File: src/rtl/dplca_pkg.sv
`default_nettype none
//----------------------------------------------------------------------------
// Module      : dplca_pkg
// Description : Shared encodings for the DPLCA node-role controller.
// Revision    : 1.0
//----------------------------------------------------------------------------
package dplca_pkg;

  typedef enum logic [3:0] {
    ST_DISABLED            = 4'd0,
    ST_WAIT_BEACON         = 4'd1,
    ST_COORDINATOR         = 4'd2,
    ST_REDUCE_NODE_COUNT   = 4'd3,
    ST_INCREASE_NODE_COUNT = 4'd4,
    ST_LEARNING            = 4'd5,
    ST_FOLLOWER            = 4'd6,
    ST_FOLLOWER_SCAN       = 4'd7,
    ST_LOOPBACK            = 4'd8
  } dplca_state_e;

  typedef enum logic [1:0] {
    CLAIM_FREE = 2'b00,
    CLAIM_SOFT = 2'b01,
    CLAIM_HARD = 2'b10
  } claim_e;

  typedef enum logic [1:0] {
    CMD_BEACON = 2'b00,
    CMD_COMMIT = 2'b01,
    CMD_NONE   = 2'b10
  } cmd_e;

  typedef enum logic {
    STATUS_FAIL = 1'b0,
    STATUS_OK   = 1'b1
  } status_e;

endpackage
`default_nettype wire

File: src/rtl/dplca_claim_decode.sv
`default_nettype none
//----------------------------------------------------------------------------
// Module      : dplca_claim_decode
// Description : Combinational TXOP claim-table lookups and highest HARD claim.
// Revision    : 1.0
//----------------------------------------------------------------------------
module dplca_claim_decode
  import dplca_pkg::*;
#(
  parameter int MAX_NODES = 256,
  parameter int ID_W      = 8
) (
  input  logic [2*MAX_NODES-1:0] txop_claim_table,
  input  logic [ID_W-1:0]        cnt_m1_idx,
  input  logic [ID_W-1:0]        local_idx,
  input  logic [ID_W-1:0]        scan_idx,
  output logic [ID_W-1:0]        max_hard_claim,
  output logic                   hard_at_zero,
  output logic                   hard_at_cnt_m1,
  output logic                   hard_at_local,
  output logic                   soft_at_local,
  output logic                   free_at_scan
);

  logic [MAX_NODES-1:0] w_hard;
  logic [MAX_NODES-1:0] w_soft;
  logic [MAX_NODES-1:0] w_free;

  // Code 11 has the upper bit set and therefore counts as HARD.
  for (genvar gi = 0; gi < MAX_NODES; gi++) begin : g_entry
    assign w_hard[gi] = txop_claim_table[2*gi+1];
    assign w_soft[gi] = (txop_claim_table[2*gi +: 2] == CLAIM_SOFT);
    assign w_free[gi] = (txop_claim_table[2*gi +: 2] == CLAIM_FREE);
  end

  always_comb begin
    max_hard_claim = '0;
    for (int i = 0; i < MAX_NODES; i++) begin
      if (w_hard[i]) max_hard_claim = ID_W'(i);
    end
  end

  assign hard_at_zero   = w_hard[0];
  assign hard_at_cnt_m1 = w_hard[cnt_m1_idx];
  assign hard_at_local  = w_hard[local_idx];
  assign soft_at_local  = w_soft[local_idx];
  assign free_at_scan   = w_free[scan_idx];

endmodule
`default_nettype wire

File: src/rtl/dplca_node_ctrl.sv
`default_nettype none
//----------------------------------------------------------------------------
// Module      : dplca_node_ctrl
// Description : DPLCA coordinator/follower role, node count and local TXOP ID.
//               Optional own-beacon loopback state: DPLCA_LOOPBACK_EN.
// Revision    : 1.0
//----------------------------------------------------------------------------
module dplca_node_ctrl
  import dplca_pkg::*;
#(
  parameter int MAX_NODES          = 256,
  parameter int ID_W               = 8,
  parameter int MIN_NODE_COUNT     = 8,
  parameter int WAIT_BEACON_CYCLES = 4000
) (
  input  logic                   clk,
  input  logic                   plca_reset,
  input  logic                   dplca_en,
  input  logic                   plca_en,
  input  logic                   coordinator_role_allowed,
  input  logic                   plca_status,
  input  logic [1:0]             rx_cmd,
  input  logic [1:0]             tx_cmd,
  input  logic                   CRS,
  input  logic                   COL,
  input  logic                   plca_tx_beacon,
  input  logic                   dplca_txop_table_upd,
  input  logic                   dplca_new_age,
  input  logic [ID_W-1:0]        dplca_txop_id,
  input  logic [ID_W-1:0]        dplca_txop_node_count,
  input  logic [2*MAX_NODES-1:0] txop_claim_table,
  output logic [ID_W-1:0]        local_nodeID,
  output logic [ID_W-1:0]        plca_node_count,
  output logic                   dplca_aging,
  output logic                   node_id_valid,
  output logic [3:0]             dplca_state
);

  localparam int                c_tmr_w    = (WAIT_BEACON_CYCLES > 2) ? $clog2(WAIT_BEACON_CYCLES) : 1;
  localparam logic [c_tmr_w-1:0] c_tmr_load = c_tmr_w'(WAIT_BEACON_CYCLES - 1);
  localparam logic [ID_W-1:0]    c_id_max   = ID_W'(MAX_NODES - 1);
  localparam logic [ID_W-1:0]    c_cnt_min  = ID_W'(MIN_NODE_COUNT);

  dplca_state_e       r_state, w_state_nxt;
  logic [c_tmr_w-1:0] r_tmr;
  logic [ID_W-1:0]    r_local_id, w_id_nxt;
  logic [ID_W-1:0]    r_cnt, w_cnt_nxt;
  logic [ID_W-1:0]    r_scan_idx, w_scan_nxt;
  logic               r_aging, w_aging_nxt;
  logic               r_valid, w_valid_nxt;

  logic [ID_W-1:0] w_max_hard, w_cnt_m1;
  logic [ID_W:0]   w_red_sum;
  logic            w_hard_zero, w_hard_cnt, w_hard_local, w_soft_local, w_free_scan;
  logic            w_ok, w_rx_beacon, w_upd, w_rescan;

  assign w_cnt_m1 = r_cnt - ID_W'(1);

  dplca_claim_decode #(
    .MAX_NODES (MAX_NODES),
    .ID_W      (ID_W)
  ) u_claim_decode (
    .txop_claim_table (txop_claim_table),
    .cnt_m1_idx       (w_cnt_m1),
    .local_idx        (r_local_id),
    .scan_idx         (r_scan_idx),
    .max_hard_claim   (w_max_hard),
    .hard_at_zero     (w_hard_zero),
    .hard_at_cnt_m1   (w_hard_cnt),
    .hard_at_local    (w_hard_local),
    .soft_at_local    (w_soft_local),
    .free_at_scan     (w_free_scan)
  );

  assign w_ok        = (plca_status == STATUS_OK);
  assign w_rx_beacon = (rx_cmd == CMD_BEACON);
  assign w_upd       = dplca_txop_table_upd && dplca_new_age && !w_rx_beacon && !w_hard_zero;
  assign w_red_sum   = {1'b0, w_max_hard} + (ID_W+1)'(2);
  assign w_rescan    = dplca_txop_table_upd && w_ok &&
                       (w_hard_local || w_soft_local ||
                        ((dplca_txop_id == '0) && (dplca_txop_node_count <= r_local_id)) ||
                        (dplca_new_age && (r_local_id > w_max_hard)));

`ifndef DPLCA_LOOPBACK_EN
  logic w_unused_lb;
  assign w_unused_lb = ^{tx_cmd, CRS, COL};
`endif

  always_comb begin
    w_state_nxt = r_state;
    w_id_nxt    = r_local_id;
    w_cnt_nxt   = r_cnt;
    w_aging_nxt = r_aging;
    w_valid_nxt = r_valid;
    w_scan_nxt  = r_scan_idx;
    if (!dplca_en || !plca_en) begin
      w_state_nxt = ST_DISABLED;
    end else begin
      case (r_state)
        ST_DISABLED: w_state_nxt = ST_WAIT_BEACON;
        ST_WAIT_BEACON: begin
          if (w_ok)               w_state_nxt = ST_LEARNING;
          else if (r_tmr == '0)   w_state_nxt = coordinator_role_allowed ? ST_COORDINATOR : ST_DISABLED;
        end
        ST_COORDINATOR: begin
          if (w_upd && w_hard_cnt && (r_cnt < c_id_max))
            w_state_nxt = ST_INCREASE_NODE_COUNT;
          else if ((dplca_txop_table_upd && w_hard_zero) || (w_rx_beacon && !plca_tx_beacon))
            w_state_nxt = ST_LEARNING;
`ifdef DPLCA_LOOPBACK_EN
          else if (w_rx_beacon && plca_tx_beacon)
            w_state_nxt = ST_LOOPBACK;
`endif
          else if (plca_tx_beacon)
            w_state_nxt = ST_COORDINATOR;
          else if (w_upd && !w_hard_cnt && (r_cnt > c_cnt_min))
            w_state_nxt = ST_REDUCE_NODE_COUNT;
        end
        ST_REDUCE_NODE_COUNT, ST_INCREASE_NODE_COUNT: begin
          if (!dplca_new_age) w_state_nxt = ST_COORDINATOR;
        end
        ST_LEARNING: begin
          if (!w_ok)                                          w_state_nxt = ST_DISABLED;
          else if (dplca_txop_table_upd && dplca_new_age)     w_state_nxt = ST_FOLLOWER_SCAN;
        end
        ST_FOLLOWER_SCAN: begin
          // Abandoning the scan leaves the pre-scan ID/valid untouched.
          if (!w_ok) begin
            w_state_nxt = ST_DISABLED;
          end else if (w_free_scan) begin
            w_id_nxt    = r_scan_idx;
            w_valid_nxt = 1'b1;
            w_state_nxt = ST_FOLLOWER;
          end else if (r_scan_idx >= w_cnt_m1) begin
            w_id_nxt    = c_id_max;
            w_valid_nxt = 1'b0;
            w_state_nxt = ST_FOLLOWER;
          end else begin
            w_scan_nxt = r_scan_idx + ID_W'(1);
          end
        end
        ST_FOLLOWER: begin
          if (!w_ok)          w_state_nxt = ST_DISABLED;
          else if (w_rescan)  w_state_nxt = ST_FOLLOWER_SCAN;
        end
`ifdef DPLCA_LOOPBACK_EN
        ST_LOOPBACK: begin
          if ((tx_cmd != CMD_BEACON) && !w_rx_beacon && !CRS && !COL)
            w_state_nxt = ST_COORDINATOR;
        end
`endif
        default: w_state_nxt = ST_DISABLED;
      endcase
    end

    if (w_state_nxt != r_state) begin
      case (w_state_nxt)
        ST_DISABLED: w_aging_nxt = 1'b0;
        ST_WAIT_BEACON: begin
          w_id_nxt    = c_id_max;
          w_cnt_nxt   = c_cnt_min;
          w_valid_nxt = 1'b0;
        end
        ST_COORDINATOR: begin
          w_id_nxt    = '0;
          w_aging_nxt = 1'b1;
          w_valid_nxt = 1'b1;
        end
        ST_REDUCE_NODE_COUNT: begin
          if (w_red_sum < {1'b0, c_cnt_min})      w_cnt_nxt = c_cnt_min;
          else if (w_red_sum > {1'b0, c_id_max})  w_cnt_nxt = c_id_max;
          else                                    w_cnt_nxt = w_red_sum[ID_W-1:0];
        end
        ST_INCREASE_NODE_COUNT: begin
          w_cnt_nxt = (r_cnt == c_id_max) ? r_cnt : r_cnt + ID_W'(1);
        end
        ST_LEARNING: begin
          w_id_nxt    = c_id_max;
          w_valid_nxt = 1'b0;
          w_aging_nxt = 1'b1;
        end
        ST_FOLLOWER_SCAN: w_scan_nxt = ID_W'(1);
        default: ;
      endcase
    end
  end

  always_ff @(posedge clk) begin
    if (plca_reset) begin
      r_state    <= ST_DISABLED;
      r_tmr      <= c_tmr_load;
      r_local_id <= c_id_max;
      r_cnt      <= c_cnt_min;
      r_scan_idx <= ID_W'(1);
      r_aging    <= 1'b0;
      r_valid    <= 1'b0;
    end else begin
      r_state    <= w_state_nxt;
      r_local_id <= w_id_nxt;
      r_cnt      <= w_cnt_nxt;
      r_scan_idx <= w_scan_nxt;
      r_aging    <= w_aging_nxt;
      r_valid    <= w_valid_nxt;
      if (r_state == ST_DISABLED)
        r_tmr <= c_tmr_load;
      else if ((r_state == ST_WAIT_BEACON) && (r_tmr != '0))
        r_tmr <= r_tmr - c_tmr_w'(1);
    end
  end

  assign local_nodeID    = r_local_id;
  assign plca_node_count = r_cnt;
  assign dplca_aging     = r_aging;
  assign node_id_valid   = r_valid;
  assign dplca_state     = r_state;

endmodule
`default_nettype wire

File: config.mk
export PLATFORM = sky130hd
export DESIGN_NAME = dplca_node_ctrl
export DESIGN_NICKNAME = d
export VERILOG_FILES = /design/src/rtl/dplca_pkg.sv /design/src/rtl/dplca_claim_decode.sv /design/src/rtl/dplca_node_ctrl.sv
export SDC_FILE = /design/constraint.sdc
export NUM_CORES = 1
export LEC_CHECK = 0
export ABC_AREA = 1
export CAP_MARGIN = 20
export CORE_MARGIN = 3
export CORE_UTILIZATION = 30
export DETAILED_ROUTE_END_ITERATION = 8
export PLACE_DENSITY_LB_ADDON = 0.25
export SLEW_MARGIN = 20
export SYNTH_ARGS = -nofsm -noshare
export SYNTH_HDL_FRONTEND = slang
export SYNTH_SLANG_ARGS = --single-unit
File: constraint.sdc
create_clock -name clk -period 17.7 [get_ports clk]
set_clock_uncertainty 0.1 [all_clocks]
set_input_delay 3.54 -clock clk [delete_from_list [all_inputs] [get_ports clk]]
set_output_delay 3.54 -clock clk [all_outputs]
set_load 0.005 [all_outputs]
==> results of run 1 <==
==> cells by family after synthesis <==
logic type | share of synthesized area (%)
buffers and inverters | 20.1
AOI/OAI and AO/OA | 29.6
other | 0.0209
adders and majority gates | 2.23
xor gates and xnor gates | 1.07
DFF | 4.69
and+or+nand+nor | 42.3
==> per-layer routing <==
metal / wire length [um] / share of wire [%] / vias to the layer above / global-route usage, %
li1: - / - / 12600 / -
met4: 4070 / 3.8 / 24 / 11.6
met1: 42700 / 40 / 12100 / 40.6
met5: 149 / 0.14 / - / 0
met2: 48000 / 45 / 1561 / 52.8
met3: 11600 / 11 / 251 / 7.82
==> cells in the final DEF (no fill, tap or decap), types with 8 or more instances in the layout <==
cell | synthesis | final
o21ai_1 | 2 | 12
nand2_1 | 751 | 736
nand2_2 | 3 | 13
ha_1 | 32 | 30
inv_2 | 21 | 23
nor2_1 | 404 | 396
clkdlybuf4s50_1 | 0 | 549
a211oi_1 | 20 | 20
nand4_1 | 35 | 35
nand3_1 | 406 | 406
o22ai_1 | 18 | 18
bufinv_8 | 99 | 99
inv_1 | 233 | 226
a32o_1 | 18 | 18
nor4_1 | 10 | 10
diode_2 | 0 | 19
a21oi_1 | 176 | 174
o211ai_1 | 128 | 128
clkinv_1 | 36 | 35
o31ai_1 | 18 | 18
o21ai_0 | 329 | 314
a221oi_1 | 20 | 19
nor3_1 | 172 | 172
o311ai_0 | 65 | 65
dfxtp_1 | 42 | 35
a31oi_1 | 9 | 8
xor2_1 | 20 | 17
buf_4 | 1 | 129
o221ai_1 | 10 | 10
==> repair_timing <==
action,in CTS,in global routing
setup endpoints to repair,27,27
resized for setup,61,41
hold endpoints to repair,0,0
buffers inserted,7,3
pin swaps,20,13
==> stage by stage <==
| stage | area (um2) | total power [mW] |
|---|---|---|
| 3_3_place_gp | 24700 | 0.656 |
| 3_5_place_dp | 24700 | 0.656 |
| 4_1_cts | 25000 | 0.765 |
| 2_1_floorplan | 17900 | 0.375 |
| 5_1_grt | 25200 | 0.829 |
| 6_report | 25200 | 0.777 |
==> power by group through the flow <==
stage | Clock, mW | Sequential, mW | Combinational [mW]
6_report | 0.106 | 0.107 | 0.565
5_1_grt | 0.112 | 0.107 | 0.610
4_1_cts | 0.106 | 0.106 | 0.552
3_5_place_dp | 0 | 0.108 | 0.548
3_3_place_gp | 0 | 0.108 | 0.547
2_1_floorplan | 0 | 0.100 | 0.274
==> layout make-up <==
type | instances | area [um2]
Inverter | 391 | 2850
Fill cell | 6299 | 33300
Sequential cell | 42 | 862
Clock inverter | 2 | 37.5
Timing Repair Buffer | 692 | 6600
Clock buffer | 6 | 129
Multi-Input combinational cell | 2698 | 13700
Tap cell | 765 | 957
Antenna cell | 19 | 47.5
==> how the worst max path moves through the flow <==
stage                                     to  depth (start not counted)
after floorplan              local_nodeID[0]                        271
final                     plca_node_count[2]                        269
after detailed placement  plca_node_count[6]                        275
after global placement    plca_node_count[6]                        275
after CTS                    local_nodeID[2]                        274
after global routing         local_nodeID[2]                        273
==> cells in the mapped netlist, types with 4 or more instances <==
library cell	n
nand2_1	751
nand3_1	406
nor2_1	404
o21ai_0	329
inv_1	233
a21oi_1	176
clkbuf_1	176
nor3_1	172
o211ai_1	128
bufinv_8	99
o311ai_0	65
dfxtp_1	42
clkinv_1	36
nand4_1	35
ha_1	32
inv_2	21
a211oi_1	20
a221oi_1	20
buf_1	20
xor2_1	20
a32o_1	18
o22ai_1	18
o31ai_1	18
nor4_1	10
o221ai_1	10
a31oi_1	9
a311oi_1	8
o2111ai_1	7
nand3b_1	4
o21a_1	4
==> flip-flops by register name, summed over array words and instances (netlist names) <==
name / count
dplca_aging: 1
dplca_state: 4
local_nodeID: 8
node_id_valid: 1
plca_node_count: 8
r_scan_idx: 8
r_tmr: 12
==> critical path: cells and delay by family <==
kind            cells  cell delay, ns
fa+ha+maj           1            0.16
simple gates      255           12.99
compound gates      8            1.01
buf+inv             5            0.77
==> results.cfg, run 1 <==
[synth]
syn_avg_cell_area_um2 = 5.39
synthCells = 3330
ys_seq_area_share_pct = 4.69
async_flop_share_pct = 0
yosysWarnings = 0
syn_area_mm2 = 0.0179
synth_nets = 3905
synth.top_cells.by_area = nand2_1 (16%), nand3_1 (11%), bufinv_8 (9.7%), o21ai_0 (9.2%), nor2_1 (8.5%)
ys_seq_elements = 42
netlist.area_leader.share_pct = 15.7
synth_top_cell_by_area = nand2_1
synthDistinctLibCells = 55
synth_edf_count = 0
ys.flop_type = dfxtp_1

[run_status]
outcome = finished with violations
violations = setup timing

[placement]
dp_cells = 4579
dpl_worst_slack_ns = -1.78
io_buffers = 560
place_hpwl_um = 81600
gp_routability_congestion = 0.986

[cts]
cts-root-buf = clkbuf_16
htree_levels = 2
clk_latency_ns = 0.28
clock_path_buffers = 2
clkTransAtPathRegs_ns = 0.06
tritoncts = done
cts_made_buffers = 5
cts-hold-fix-buffers = 0
cts.sinks = 42

[final_layout]
area_growth_pct = 40.5
layout.nets = 4405
post-route-util_pct = 43.1
drive_gt1_share_pct = 8.61
finalNonFillerCells = 4615

[pwr]
p_int_mw = 0.429
combPwrFrac_pct = 72.7
pwr-share-seq_pct = 13.7
switching_share_pct = 44.8
leakage_nw = 10.6
worst_ir_drop_vdd_mv = 0.0328
p_per_area_mw_per_mm2 = 30.8
clkPwrFrac_pct = 13.6
switchingPower_mw = 0.348

[critical_path]
reg2reg_depth = 22
cp_max_fo = 7
critical_path.slowest_cell = a311oi_2
startpoint_type = input port
r2r_start = local_nodeID[0]
worst_setup_path_end_kind = flip-flop
arrival_ns = 18.57
cpMostUsedCell = nand2_1
worstPathRequired_ns = 17.77
critical_path_class = in2reg
timing.rr.end = local_nodeID[3]
rrSetupSlack_ns = 11.48
startpoint = txop_claim_table[15]
max_stage_delay_ns = 0.32

[floorplan]
die_x_um = 251
initial_utilization_pct = 30.7
coreArea_mm2 = 0.0585
fp.dieArea_mm2 = 0.0628
ioPinCount = 565
num_rows = 88
fp.dieH_um = 251

[global_route]
grt.overflow.total = 0
grt_max_degree = 98
grt.total_usage_pct = 32.1
antenna_found_initial = 33
grt_pass1_vias = 24400
grt_pass1_wl_um = 156000

[drt]
drt_iter0_drc = 2560
viasPerCell = 5.74
via_count = 26500
wl_per_cell_um = 23.1
wl_um = 106000
ant_nets = 0
route.detailed.drc = 0
drtPass1Iterations = 6

[sta]
holdWs_ns = 0.383
finalCritPeriodShare_pct = 105
worst_slew_pin_slew_ns = 1.06
relSlewSlack_pct = 29.1
hold_viol_final = 0
maxSlewViolCount = 0
finalSetupViolations = 27
max_freq_mhz = 54.1
setup_tns_ns = -19.64
rsz0062_at_grt = yes
layout_setup_ws_ns = -0.799
final_period_minus_worst_setup_slack_ns = 18.50

[min_path]
min_path_type = reg2reg
hold_start = r_tmr[0]
hold_depth = 1
hold_end = r_tmr[0]

[run]
drv_cap = 0
Power figures use the tool's default switching activity.
==> inputs of run 2 (changes only) <==
--- a/config.mk
+++ b/config.mk
@@ -7,7 +7,7 @@
 export LEC_CHECK = 0
 export ABC_AREA = 1
 export CAP_MARGIN = 20
-export CORE_MARGIN = 3
+export CORE_MARGIN = 10
 export CORE_UTILIZATION = 30
 export DETAILED_ROUTE_END_ITERATION = 8
 export PLACE_DENSITY_LB_ADDON = 0.25
==> run 2 against run 1 <==
  * The run still ends with setup timing left
  * Global-route usage is 1.9 points lower
  * Count of clock-buffer cells in the layout shrank 1
  * Critical path depth increased by 7
  * Non-clock buffer count rose by 28
  * Critical endpoint is now plca_node_count[3]
  * Largest cell class unchanged
  * Highest routed layer unchanged
==> results.cfg, run 2 (synthesis gave the netlist of run 1 again) <==
[run_status]
outcome = finished with violations
violations = setup timing

[sta]
worst_slew_pin_slew_ns = 1.10
hold_viol_final = 0
layout_setup_ws_ns = -0.907
rsz0062_at_grt = yes
finalCritPeriodShare_pct = 105
final_period_minus_worst_setup_slack_ns = 18.61
finalSetupViolations = 27
max_freq_mhz = 53.7
relSlewSlack_pct = 26.6
maxSlewViolCount = 0

[final_layout]
final_common_cell = nand2_1
post-route-util_pct = 43.0
largest_register_ffs = 12
layout.nets = 4433
top_register = r_tmr
drive_gt1_share_pct = 9.33
layout_common_cells = nand2_1 (739), clkdlybuf4s50_1 (548), nand3_1 (404)
area_growth_pct = 41.8

[cts]
clk_latency_ns = 0.29
clock_path_buffers = 2
clkTransAtPathRegs_ns = 0.07
htree_levels = 2
cts.sinks = 42
cts-root-buf = clkbuf_16
cts_made_buffers = 5
tritoncts = done

[drt]
drtPass1Iterations = 7
route.detailed.drc = 0
wl_per_cell_um = 24.1
viasPerCell = 5.74
via_count = 26800
wl_um = 113000
ant_nets = 0
drt_iter0_drc = 2805

[critical_path]
critical_path_class = in2reg
cpMostUsedCell = nand2_1
cp_max_fo = 4
critical_path.slowest_cell = buf_4
crit_family = simple AND/OR/NAND/NOR gates
startpoint_type = input port
max_stage_delay_ns = 0.15
worstPathRequired_ns = 17.79
critPathBufInv = 16
arrival_ns = 18.70
worst_setup_path_end_kind = flip-flop

[global_route]
grt.total_usage_pct = 30.2
antenna_found_initial = 48
grt_pass1_wl_um = 163000
grt_pass1_vias = 25200
grt.overflow.total = 0
grt_max_degree = 81

[placement]
dpl_worst_slack_ns = -1.94
gp_routability_congestion = 0.974
place_hpwl_um = 86600
io_buffers = 560

[min_path]
min_path_type = reg2reg

[pwr]
worst_ir_drop_vdd_mv = 0.0362
switchingPower_mw = 0.354
leakage_nw = 10.7
pwr-share-seq_pct = 13.6
combPwrFrac_pct = 74.1
power.total_mw = 0.772
p_int_mw = 0.419
switching_share_pct = 45.8
clkPwrFrac_pct = 12.4
p_per_area_mw_per_mm2 = 30.4

[floorplan]
initial_utilization_pct = 30.3
die_x_um = 265
fp.dieH_um = 265
ioPinCount = 565
num_rows = 89
fp.dieArea_mm2 = 0.0700
coreArea_mm2 = 0.0591

[run]
drv_cap = 0
-- run 2: cell count changes in the layout (fill, tap and decap cells not counted), sizes merged --
cell and delta:
clkbuf -1, buf +28, clkinv +2, clkdlybuf4s50 -1
clkdlybuf4s15 +1, diode +13, bufinv -1
-- run 2: final timing paths --
check	from	cells past startpoint	slack (ns)	endpoint
max	txop_claim_table[3]	276	-0.91	plca_node_count[3]
min reg2reg	r_tmr[11]	1	0.38	r_tmr[11]
max reg2reg	plca_node_count[0]	27	11.79	local_nodeID[0]
min	r_tmr[11]	1	0.38	r_tmr[11]
-- run 2: routing by layer --
| layer | up-vias | wire length (um) | GRT usage (%) |
|---|---|---|---|
| li1 | 12600 | - | - |
| met4 | 40 | 4590 | 12.1 |
| met2 | 1617 | 52000 | 50.4 |
| met1 | 12200 | 43100 | 36.0 |
| met3 | 270 | 12600 | 8.37 |
| met5 | - | 255 | 0 |
-- run 2: power by group through the flow --
stage	Clock [mW]	Combinational [mW]	Sequential (mW)
2_1_floorplan	0	0.274	0.100
5_1_grt	0.0987	0.617	0.105
3_3_place_gp	0	0.553	0.107
3_5_place_dp	0	0.553	0.107
4_1_cts	0.0963	0.561	0.105
6_report	0.0955	0.572	0.105
-- run 2: through the flow --
| step | TNS, ns | std cells | area (um2) | hold slack (ns) |
|---|---|---|---|---|
| final | -21.96 | 4664 | 25400 | 0.384 |
| after floorplan | 0 | 3330 | 17900 | 0.345 |
| after CTS | -21.99 | 4631 | 25200 | 0.387 |
| after global routing | -92.82 | 4651 | 25400 | 0.402 |
| after detailed placement | -49.55 | 4602 | 24900 | 0.375 |
| after global placement | -46.56 | 4602 | 24900 | 0.364 |
-- run 2: cell type report --
class                   count  area (um2)
clock inverters             3        21.3
well taps                 773         967
flip-flops and latches     42         862
repair buffers            720        6820
diodes                     32        80.1
clock buffers               5         125
multi-input cells        2698       13700
inverters                 391        2850
fillers                  6370       33700
-- run 2: worst reg2reg max path: stages, from the launching register on --
cell	delay [ns]
dfxtp_4	0.47
inv_1	0.13
buf_4	0.48
ha_1	0.34
xnor2_2	0.12
buf_4	0.55
inv_1	0.12
buf_4	0.30
o21ai_0	0.25
o22ai_1	0.13
o211ai_1	0.33
nand3_1	0.27
nand3_1	0.18
nand2_1	0.17
inv_1	0.08
o311ai_0	0.22
nand2_1	0.12
o21ai_0	0.09
nand4_1	0.12
nand2_1	0.15
xor2_1	0.17
nor4_1	0.24
nand2_2	0.16
inv_2	0.10
nor2_2	0.05
nor2_2	0.13
buf_6	0.16
o21ai_1	0.07
-- run 2: timing repair --
| action | 4_1_cts | 5_1_grt |
|---|---|---|
| buffers inserted | 22 | 1 |
| endpoints found under the setup margin | 27 | 27 |
| pin swaps | 8 | 14 |
| cloned | 0 | 0 |
| gates resized for setup | 82 | 26 |
| hold buffers | 0 | 0 |
